**src/rtl/uart_transmitter.sv**
```systemverilog
`default_nettype none
// ============================================================================
// Module   : uart_transmitter
// Brief    : 4-entry buffered UART transmitter, 8 data bits + even parity + stop.
// Revision : 1.0 - initial release
// ============================================================================
module uart_transmitter #(
  parameter int unsigned CLKS_PER_BIT = 1
) (
  input  logic       clk,
  input  logic       reset,
  input  logic [7:0] data,
  input  logic       send,
  output logic       full,
  output logic [2:0] count,
  output logic       busy,
  output logic       overflow,
  output logic       tx
);

  localparam int unsigned c_fifo_depth = 4;
  localparam logic [7:0]  c_last_clk   = 8'(CLKS_PER_BIT - 1);

  typedef enum logic [2:0] {
    S_IDLE   = 3'd0,
    S_START  = 3'd1,
    S_DATA   = 3'd2,
    S_PARITY = 3'd3,
    S_STOP   = 3'd4
  } state_t;

  state_t     r_state;
  state_t     w_state_next;
  logic [7:0] r_fifo [c_fifo_depth];
  logic [1:0] r_wr_ptr;
  logic [1:0] r_rd_ptr;
  logic [2:0] r_count;
  logic [7:0] r_shift;
  logic [7:0] r_clk_cnt;
  logic [7:0] w_clk_cnt_next;
  logic [2:0] r_bit_idx;
  logic [2:0] w_bit_idx_next;
  logic       r_tx;
  logic       w_tx_next;
  logic       r_overflow;
  logic       w_full;
  logic       w_push;
  logic       w_pop;
  logic       w_bit_end;

  // Full comes from the registered count, so a same-edge pop never frees a slot.
  assign w_full    = (r_count == 3'(c_fifo_depth));
  assign w_push    = send && !w_full;
  assign w_bit_end = (r_clk_cnt == c_last_clk);

  always_ff @(posedge clk) begin
    if (w_push) begin
      r_fifo[r_wr_ptr] <= data;
    end
  end

  always_ff @(posedge clk or posedge reset) begin
    if (reset) begin
      r_wr_ptr   <= '0;
      r_rd_ptr   <= '0;
      r_count    <= '0;
      r_overflow <= 1'b0;
      r_shift    <= '0;
    end else begin
      r_overflow <= send && w_full;
      if (w_push) begin
        r_wr_ptr <= r_wr_ptr + 2'd1;
      end
      if (w_pop) begin
        r_rd_ptr <= r_rd_ptr + 2'd1;
        r_shift  <= r_fifo[r_rd_ptr];
      end
      case ({w_push, w_pop})
        2'b10:   r_count <= r_count + 3'd1;
        2'b01:   r_count <= r_count - 3'd1;
        default: r_count <= r_count;
      endcase
    end
  end

  always_ff @(posedge clk or posedge reset) begin
    if (reset) begin
      r_state   <= S_IDLE;
      r_clk_cnt <= '0;
      r_bit_idx <= '0;
      r_tx      <= 1'b1;
    end else begin
      r_state   <= w_state_next;
      r_clk_cnt <= w_clk_cnt_next;
      r_bit_idx <= w_bit_idx_next;
      r_tx      <= w_tx_next;
    end
  end

  // tx is registered from the next-state value so the start bit appears on the pop edge.
  always_comb begin
    w_state_next   = r_state;
    w_pop          = 1'b0;
    w_clk_cnt_next = r_clk_cnt + 8'd1;
    w_bit_idx_next = r_bit_idx;
    w_tx_next      = r_tx;
    case (r_state)
      S_IDLE: begin
        w_clk_cnt_next = '0;
        w_tx_next      = 1'b1;
        if (r_count != 3'd0) begin
          w_pop        = 1'b1;
          w_state_next = S_START;
          w_tx_next    = 1'b0;
        end
      end
      S_START: begin
        if (w_bit_end) begin
          w_clk_cnt_next = '0;
          w_bit_idx_next = '0;
          w_state_next   = S_DATA;
          w_tx_next      = r_shift[0];
        end
      end
      S_DATA: begin
        if (w_bit_end) begin
          w_clk_cnt_next = '0;
          if (r_bit_idx == 3'd7) begin
            w_state_next = S_PARITY;
            w_tx_next    = ^r_shift;
          end else begin
            w_bit_idx_next = r_bit_idx + 3'd1;
            w_tx_next      = r_shift[r_bit_idx + 3'd1];
          end
        end
      end
      S_PARITY: begin
        if (w_bit_end) begin
          w_clk_cnt_next = '0;
          w_state_next   = S_STOP;
          w_tx_next      = 1'b1;
        end
      end
      S_STOP: begin
        if (w_bit_end) begin
          w_clk_cnt_next = '0;
          if (r_count != 3'd0) begin
            w_pop        = 1'b1;
            w_state_next = S_START;
            w_tx_next    = 1'b0;
          end else begin
            w_state_next = S_IDLE;
            w_tx_next    = 1'b1;
          end
        end
      end
      default: begin
        w_state_next   = S_IDLE;
        w_clk_cnt_next = '0;
        w_tx_next      = 1'b1;
      end
    endcase
  end

  assign full     = w_full;
  assign count    = r_count;
  assign busy     = (r_state != S_IDLE);
  assign overflow = r_overflow;
  assign tx       = r_tx;

endmodule
`default_nettype wire

```
**config.mk**
```make
export PLATFORM = sky130hd
export DESIGN_NAME = uart_transmitter
export DESIGN_NICKNAME = d
export VERILOG_FILES = /design/src/rtl/uart_transmitter.sv
export SDC_FILE = /design/constraint.sdc
export NUM_CORES = 1
export LEC_CHECK = 0
export BUFFER_PORTS_ARGS = -buffer_cell sky130_fd_sc_hd__clkbuf_2
export CAP_MARGIN = 15
export CORE_ASPECT_RATIO = 0.75
export CORE_MARGIN = 2
export CORE_UTILIZATION = 40
export DETAILED_ROUTE_END_ITERATION = 7
export HOLD_SLACK_MARGIN = 0.15
export SLEW_MARGIN = 30
export SYNTH_ARGS = -nofsm -noshare
export SYNTH_HDL_FRONTEND = slang
export SYNTH_SLANG_ARGS = --single-unit
```
**constraint.sdc**
```tcl
create_clock -name clk -period 4.2 [get_ports clk]
set_input_delay 0.21 -clock clk [delete_from_list [all_inputs] [get_ports clk]]
set_output_delay 0.21 -clock clk [all_outputs]
set_load 0.05 [all_outputs]
```
; After elaboration in Yosys (flattened, before gate mapping)
; Memory sizes are Yosys's and may differ from the RTL's. A register that Yosys moved wholly into a read port is not among the register bits.
; Cells that the tools add are included.
[totals]
latchBits = 0
wordCells = 74
output_inout_bits = 7
ff_bits = 23
rom_bits = 0
ram_bits = 32
in_bits = 11
memories = 1
[memory_table]
columns = memory, depth, width, rd, rd_clocked_by_memory_dff, wr, line_no
row1 = r_fifo, 4, 8, 1, 1, 1, 34  ; logic [7:0] r_fifo [c_fifo_depth];
[op_classes]
magnitude_cmp = 1
addsub = 6
n_bitwise = 0
reduce_logical = 14
n_mux = 29
multipliers = 0
div = 0
shift = 0
n_eq_ne = 15
[ops]
columns = op, n
row1 = 3-bit two-way mux, 9
row2 = 8-bit two-way mux, 2
row3 = 3-bit case mux with 5 select lines, 1
row4 = "2-bit inequality test, second input constant", 7
row5 = 1-bit two-way mux, 12
row6 = 3-bit case mux with 2 select lines, 2
row7 = "3-bit == test, second input constant", 3
row8 = "8-bit by 1-bit adder with 8-bit output, second input constant", 1
row9 = 8-bit logical NOT, 1
row10 = 4-bit AND reduction, 2
row11 = 8-bit XOR reduction, 1
row12 = "3-bit by 1-bit adder with 3-bit output, second input constant", 2
row13 = "3-bit by 2-bit == test with 1-bit output, second input constant", 2
row14 = 6-bit AND reduction, 1
row15 = 3-bit nonzero test, 2
row16 = 1-bit case mux with 5 select lines, 1
row17 = "2-bit by 1-bit adder with 2-bit output, second input constant", 2
row18 = "3-bit by 4-bit < comparator with 1-bit output, second input constant", 1
row19 = 2-bit nonzero test, 2
row20 = 4-bit OR reduction, 1
row21 = 1-bit binary-select mux with 3-bit select, 1
row22 = "3-bit by 1-bit == test with 1-bit output, second input constant", 1
row23 = 3-bit logical NOT, 1
row24 = "3-bit by 1-bit subtractor with 3-bit output, second input constant", 1
row25 = other kinds (5), 6

; Longest topological paths before layout
; Gate-level depths: netlist of the first run.
[logic_depth]
word_depth = 6
depth_mapped = 12
ltp_nobuf = 11

; Worst setup path before layout of the first run
; Ideal clock, no wire load.
[synth_path]
kind = reg-to-reg
start = reg r_count[2] (netlist: count[2])
end = reg r_count[2] (netlist: count[2])
required_time_ns = 4.118
arrival_time_ns = 2.450
path_slack_ns = 1.668
path_stages_with_launch = 11
synth_period_minus_slack_ns = 2.532
setup_time_ns = 0.082
n_path_buf = 1
cell_sequence = dfrtp_1 -> nor3_1 -> or3_1 -> a21oi_1 -> buf_4 -> ha_1 -> inv_1 -> fa_1 -> xor2_1 -> nor2_1 -> xor2_1
[synth_via]
elab_chain_cells = 6
elab_cells_between_ends = 13
cone_classes = 2 x add/sub / 3 x eq/ne / 4 x mux / 4 x reduce/logical
[synth_lines]
columns = item, line_no
row1 = "start, declared", 37  ; logic [2:0] r_count;
row2 = "start signal, assigned", 79  ; 2'b10: r_count <= r_count + 3'd1;
row3 = "start signal, assigned", 80  ; 2'b01: r_count <= r_count - 3'd1;
row4 = "start signal, assigned", 81  ; default: r_count <= r_count;
row5 = 3-bit nonzero test (*), "111, 147"
row6 = 1-bit two-way mux (*), "111, 147"
row7 = 1-bit two-way mux, 145  ; if (w_bit_end) begin
row8 = 1-bit case mux with 2 select lines (*), 107  ; case (r_state)
row9 = named net w_pop, 48  ; logic w_pop;
row10 = 2-bit by 1-bit == test with 1-bit output or 2-bit == test (tied branches), 78  ; case ({w_push, w_pop})
row11 = 3-bit case mux with 2 select lines or 2-bit nonzero test (tied branches), -
; The timed path passes the listed nets; every way through them passes the cells marked *.
; A chain may end at the register's enable or synchronous reset.

; Final worst setup path of the first run
[layout_path]
start = reg r_clk_cnt[0]
end = reg r_count[2] (netlist: count[2])
[layout_via]
elab_chain_cells = 5
elab_cells_between_ends = 7
cone_classes = 2 x eq/ne / 3 x mux / 2 x reduce/logical
[layout_lines]
columns = item, line_no
row1 = "start, declared", 39  ; logic [7:0] r_clk_cnt;
row2 = "start signal, assigned", 94  ; r_clk_cnt <= w_clk_cnt_next;
row3 = 8-bit logical NOT (*), 54  ; assign w_bit_end = (r_clk_cnt == c_last_clk);
row4 = 1-bit two-way mux (*), 145
row5 = 1-bit case mux with 2 select lines (*), 107
row6 = 2-bit by 1-bit == test with 1-bit output or 2-bit == test (tied branches), 78
row7 = 3-bit case mux with 2 select lines or 2-bit nonzero test (tied branches), -
; Mark *: on every way between the ends. The rest lies on a longest branch, timed or not.

==> results of run 1 <==
## stage by stage
step / power [mW] / instances / instance area (um^2) / setup WS, ns / hold slack [ns]
after floorplan: 1.717 / 201 / 2831 / 1.668 / 0.3089
after global placement: 1.887 / 296 / 2999 / 1.828 / 0.2901
after detailed placement: 1.897 / 296 / 2999 / 1.775 / 0.3078
after CTS: 2.429 / 321 / 3286 / 1.735 / 0.1658
after global routing: 2.564 / 321 / 3286 / 1.518 / 0.1970
final: 2.392 / 321 / 3286 / 1.739 / 0.1764
## cell families (layout without fill, tap and decap cells)
group / Yosys count / in the layout / synth area share [%]
flops: 63 / 63 / 61.38
simple gates: 52 / 52 / 10.21
mux: 21 / 21 / 11.36
buf+inv: 21 / 57 / 3.049
xor+xnor: 20 / 20 / 6.187
compound gates: 14 / 14 / 3.138
fa+ha+maj: 10 / 10 / 4.684
## where the power goes
part	internal, mW	switching [mW]	leakage [nW]
clock	0.274	0.240	0.0972
combinational	0.424	0.453	0.565
sequential	0.833	0.169	0.683
## critical path, stage by stage, from the launching register on
cell and delay [ns]:
dfrtp_1 0.42, inv_1 0.07, ha_1 0.15, nor4b_4 0.23
nand2_2 0.11, a21oi_1 0.17, buf_4 0.21, ha_1 0.20
inv_1 0.06, fa_1 0.37, xor2_1 0.15, nor2_1 0.11
xor2_1 0.14
## area by class of cell
| cell class | instances | area [um^2] |
|---|---|---|
| well taps | 84 | 105.1 |
| clock buffers | 9 | 123.9 |
| clock inverters | 7 | 72.57 |
| multi-input cells | 117 | 1007 |
| flip-flops and latches | 63 | 1738 |
| repair buffers | 28 | 190.2 |
| inverters | 13 | 48.80 |
| fillers | 618 | 3546 |
## cells in the final DEF, fill, tap and decap left out, types with 3 or more instances in the layout
cell            n
dlygate4sd3_1   9
nand3_1         8
mux4_2          8
nand2b_1        3
nor2_1         13
mux2_2          9
o21ai_0         6
clkbuf_2       17
inv_1          13
edfxtp_1       32
dfrtp_1        30
and3_1          8
ha_1            9
nand2_1         8
mux2i_1         4
clkbuf_8        9
xnor2_1        12
xor2_1          8
## Yosys cell counts, types with 2 or more instances
library cell,n
edfxtp_1,32
dfrtp_1,30
inv_1,13
nor2_1,13
xnor2_1,12
ha_1,9
mux2_2,9
and3_1,8
mux4_2,8
nand2_1,8
nand3_1,8
xor2_1,8
o21ai_0,6
mux2i_1,4
buf_2,3
clkbuf_1,3
nand2b_1,3
nand3b_1,2
nor3_1,2
or3_1,2
## final timing paths
path                           endpoint  slack, ns  cells past startpoint
max                            count[2]       1.74                     12
min                            overflow       0.18                      2
max reg2reg                    count[2]       1.74                     12
min reg2reg                r_clk_cnt[0]       0.51                      1
max in group asynchronous            tx       3.39                      4
min in group asynchronous      count[0]       0.48                      4
## state kept, by name, indices dropped and copies added, names as in the netlist
name and flops:
count 3, tx 1, r_fifo 32, r_rd_ptr 2, r_state 3, r_wr_ptr 2
r_bit_idx 3, r_clk_cnt 8, overflow 1, r_shift 8
## metal layers
layer | part of all wire [%] | track usage [%] | routed length, um
met3 | 4.4 | 6.108 | 201
met1 | 53 | 19.46 | 2421
met5 | 0 | 0 | 0
met2 | 41 | 18.41 | 1892
met4 | 1.4 | 4.054 | 64
## timing repair
action | 4_1_cts | 5_1_grt
hold endpoints to repair | 62 | 0
setup endpoints to repair | 0 | 0
buffers inserted | 0 | 0
hold buffers | 9 | 0
==> flow_summary.ini, run 1 <==
[status]
status = finished, final reports clean

[worst_hold_path]
min_path_type = in2reg
hp-start = send

[timing]
max_freq_mhz = 406.3
final_max_slew_viol_count = 0
maxSlewHeadroom_pct = 61.09
grt_setup_unrepaired = no
finalSetupTns_ns = 0
fin_crit_sh_pct = 58.61
finalClockSkew_ns = 0.005575
max_slew.worst_pin.slew_ns = 0.5837
min_period_ns = 2.462
setup_viol = 0
hold_viol = 0

[global_routing]
antenna_found_initial = 0
grtUsageTotal_pct = 13.56
grt_pass1_vias = 1604
overflow = 0
grt_pass1_wl_um = 8024
grt_max_degree = 32

[layout]
syn2layout_area_growth_pct = 16.04
postLayoutCoreUtil_pct = 48.10
nNetsFinal = 253
n_antenna_cell = 0
drive_above_1_share_pct = 23.21

[flow_run]
drv_cap = 0

[clock_network]
ctsHtreeMaxLevel = 3
clock-root-buffer = clkbuf_8
cts_tree = done
cts_buffer_depth = 2
clock_latency_ns = 0.34
post_cts_resize_count = 0
cts_buffers = 9
clkTransAtPathRegs_ns = 0.07
cts_sinks = 63

[die]
die_w_um = 101.2
ioPinCount = 18
initial_core_util_pct = 41.45
die_y_um = 76.87
rows = 26
core_region_area_um2 = 6832
die_area_um2 = 7775

[drt]
vias_per_cell = 4.944
dr.pass1.iters = 4
num_vias = 1587
ant_nets = 0
drt_iter0_markers = 56
drc_errors = 0
drt-total-wl_um = 4580
post_drt_wl_per_cell_um = 14.27

[setup_path]
cp_max_fo = 11
setup.worst_path.start_class = register
cp.arrival_ns = 2.73
crit_path_end_kind = register
critical_path_required_ns = 4.47
critPathKind = reg2reg
crit_start = r_clk_cnt[0]
timing.rr.start = r_clk_cnt[0]

[synthesis]
yosys_warnings = 0
synth_ff_type = edfxtp_1
synth_area_leaders = edfxtp_1, dfrtp_1, mux4_2
synth_cell_types = 38
synth_edf_count = 32
syn_nets = 222
syn_area_um2 = 2831
async_flop_share_pct = 49.21
synthesis.instances = 201
synth_top_cell_by_area = edfxtp_1
synth_seq_area_share_pct = 61.38
synth-seq-cells = 63
syn_avg_cell_area_um2 = 14.09
synth_top_area_share_pct = 33.94

[placed_design]
gp_congestion = 0.7595
numPortBuffers = 17
dp_hpwl_um = 3128

[power]
power.density_nw_per_um2 = 728.1
leakage_nw = 1.346
ir_drop_mv = 0.3667
Note: power is estimated with default switching activity, not from simulation.
==> run 2, diff against run 1 <==
==> constraint.sdc (replaced) <==
create_clock -name clk -period 2.5 [get_ports clk]
set_input_delay 0.125 -clock clk [delete_from_list [all_inputs] [get_ports clk]]
set_output_delay 0.125 -clock clk [all_outputs]
set_load 0.05 [all_outputs]
==> run 2 against run 1 <==
Against the previous run: via count grew 2.1%; sequential share of layout area shrank 1.4 points; maximum frequency grew 6.0%; die area is the same; largest cell class unchanged.
==> flow_summary.ini, run 2 (same netlist as run 1, synthesis figures left out) <==
[status]
status = finished, final reports clean

[power]
pwr-share-clk_pct = 25.8
swShare_pct = 34.63
ir_drop_mv = 0.4694
p_seq_share_pct = 38.5
pwr-share-comb_pct = 35.7
total_power_mw = 4.298
power.density_nw_per_um2 = 1273
internal_power_mw = 2.810
p_switching_mw = 1.488
leakage_nw = 1.390

[timing]
final_max_slew_viol_count = 0
finalSetupTns_ns = 0
fin_crit_sh_pct = 92.91
max_slew.worst_pin.slew_ns = 0.5864
setup_viol = 0
maxSlewHeadroom_pct = 60.91
fin_ws_ns = 0.1774
max_freq_mhz = 430.5
min_period_ns = 2.323
hold_viol = 0
finalClockSkew_ns = 0.01025

[drt]
post_drt_wl_per_cell_um = 14.69
ant_nets = 0
drc_errors = 0
dr.pass1.iters = 4
drt_iter0_markers = 69
met3WireLength_um = 174
wl_met1_um = 2420
drt-total-wl_um = 4774
met2_wirelength_um = 2146
num_vias = 1621
vias_per_cell = 4.988
maxUsedRoutingLayer = met4

[die]
initial_core_util_pct = 41.45
rows = 26
die_y_um = 76.87
die_w_um = 101.2
core_region_area_um2 = 6832
die_area_um2 = 7775
ioPinCount = 18

[clock_network]
clkTransAtPathRegs_ns = 0.08
cts_sinks = 63
cts_buffer_depth = 2
cts_tree = done
clock-root-buffer = clkbuf_8
ctsHtreeMaxLevel = 3
clock_latency_ns = 0.35
cts_buffers = 9

[setup_path]
crit_start = r_clk_cnt[0]
cp_max_fo = 5
rrSetupSlack_ns = 0.18
slowest_stage = dfrtp_1
reg2reg_depth = 11
setup.worst_path.start_class = register
critPathKind = reg2reg
crit_chain = inv_1 > ha_1 > nor4b_4 > nand2_2 > a21oi_2 > ha_1 > inv_1 > fa_1 > xor2_1 > nor2_1 > xor2_1
crit_path_end_kind = register
r2r-end = count[2]
timing.rr.start = r_clk_cnt[0]
cp.arrival_ns = 2.59
max_stage_delay_ns = 0.42
critical_path_required_ns = 2.77

[worst_hold_path]
min_path_type = in2async

[layout]
largest_register_ffs = 32
drive_above_1_share_pct = 25.73
syn2layout_area_growth_pct = 19.27
layout_commonest_cell = edfxtp_1
layout_common_cells = edfxtp_1, dfrtp_1, clkbuf_2
fillers = 586
nNetsFinal = 257
top_register = r_fifo
top_regs = r_fifo x32, r_clk_cnt x8, r_shift x8
n_antenna_cell = 0

[global_routing]
grt_pass1_vias = 1562
overflow = 0
grt_max_degree = 32
grtUsageTotal_pct = 13.91
grt_pass1_wl_um = 7928
antenna_found_initial = 0

[placed_design]
dp_hpwl_um = 3099
gp_congestion = 0.7593
dpl_worst_slack_ns = 0.1117
numPortBuffers = 17

[flow_run]
drv_cap = 0
run 2: how the worst max path moves through the flow:
stage / to / cells past startpoint
finish: count[2] / 11
global route: count[2] / 11
CTS: count[2] / 11
detailed placement: count[2] / 11
global placement: count[2] / 11
floorplan: count[2] / 10
run 2: critical path: cells and delay by family (launching register included):
| family | cells | cell delay [ns] |
|---|---|---|
| fa+ha+maj | 3 | 0.71 |
| simple gates | 3 | 0.49 |
| xor+xnor | 2 | 0.30 |
| flops | 1 | 0.42 |
| compound gates | 1 | 0.20 |
| buf+inv | 2 | 0.13 |
run 2: area by class of cell:
class / count / area [um^2] / share of cell area [%]
Tap cell: 84 / 105.1 / 3.112
Clock inverter: 7 / 125.1 / 3.705
Inverter: 13 / 48.80 / 1.445
Multi-Input combinational cell: 117 / 1011 / 29.94
Timing Repair Buffer: 32 / 222.7 / 6.595
Clock buffer: 9 / 123.9 / 3.668
Sequential cell: 63 / 1740 / 51.54
run 2: layer usage:
| metal | GRT usage, % | vias up |
|---|---|---|
| met3 | 5.196 | 4 |
| met1 | 19.54 | 798 |
| met5 | 0 | - |
| met2 | 19.40 | 27 |
| met4 | 5.676 | 0 |
| li1 | - | 792 |
run 2: through the flow:
| stage | utilization [%] | instances | hold WS (ns) | area (um^2) |
|---|---|---|---|---|
| 3_5_place_dp | 44.16 | 298 | 0.2098 | 3017 |
| 5_1_grt | 49.43 | 325 | 0.4116 | 3377 |
| 4_1_cts | 49.27 | 324 | 0.3889 | 3366 |
| 2_1_floorplan | - | 201 | 0.2239 | 2834 |
| 3_3_place_gp | 44.16 | 298 | 0.2080 | 3017 |
| 6_report | 49.43 | 325 | 0.3814 | 3377 |
run 2: power groups by stage:
| stage | combinational (mW) | clock (mW) | sequential (mW) |
|---|---|---|---|
| after detailed placement | 1.53 | 0 | 1.68 |
| after global routing | 1.71 | 1.17 | 1.70 |
| after global placement | 1.53 | 0 | 1.67 |
| final | 1.54 | 1.11 | 1.65 |
| after CTS | 1.55 | 1.13 | 1.66 |
| after floorplan | 1.21 | 0 | 1.67 |
run 2: what timing repair did:
item / in CTS / in global routing
gates resized for setup: 0 / 1
buffers inserted: 0 / 1
endpoints found under the hold margin: 64 / 0
hold buffers: 10 / 0
endpoints found under the setup margin: 0 / 1
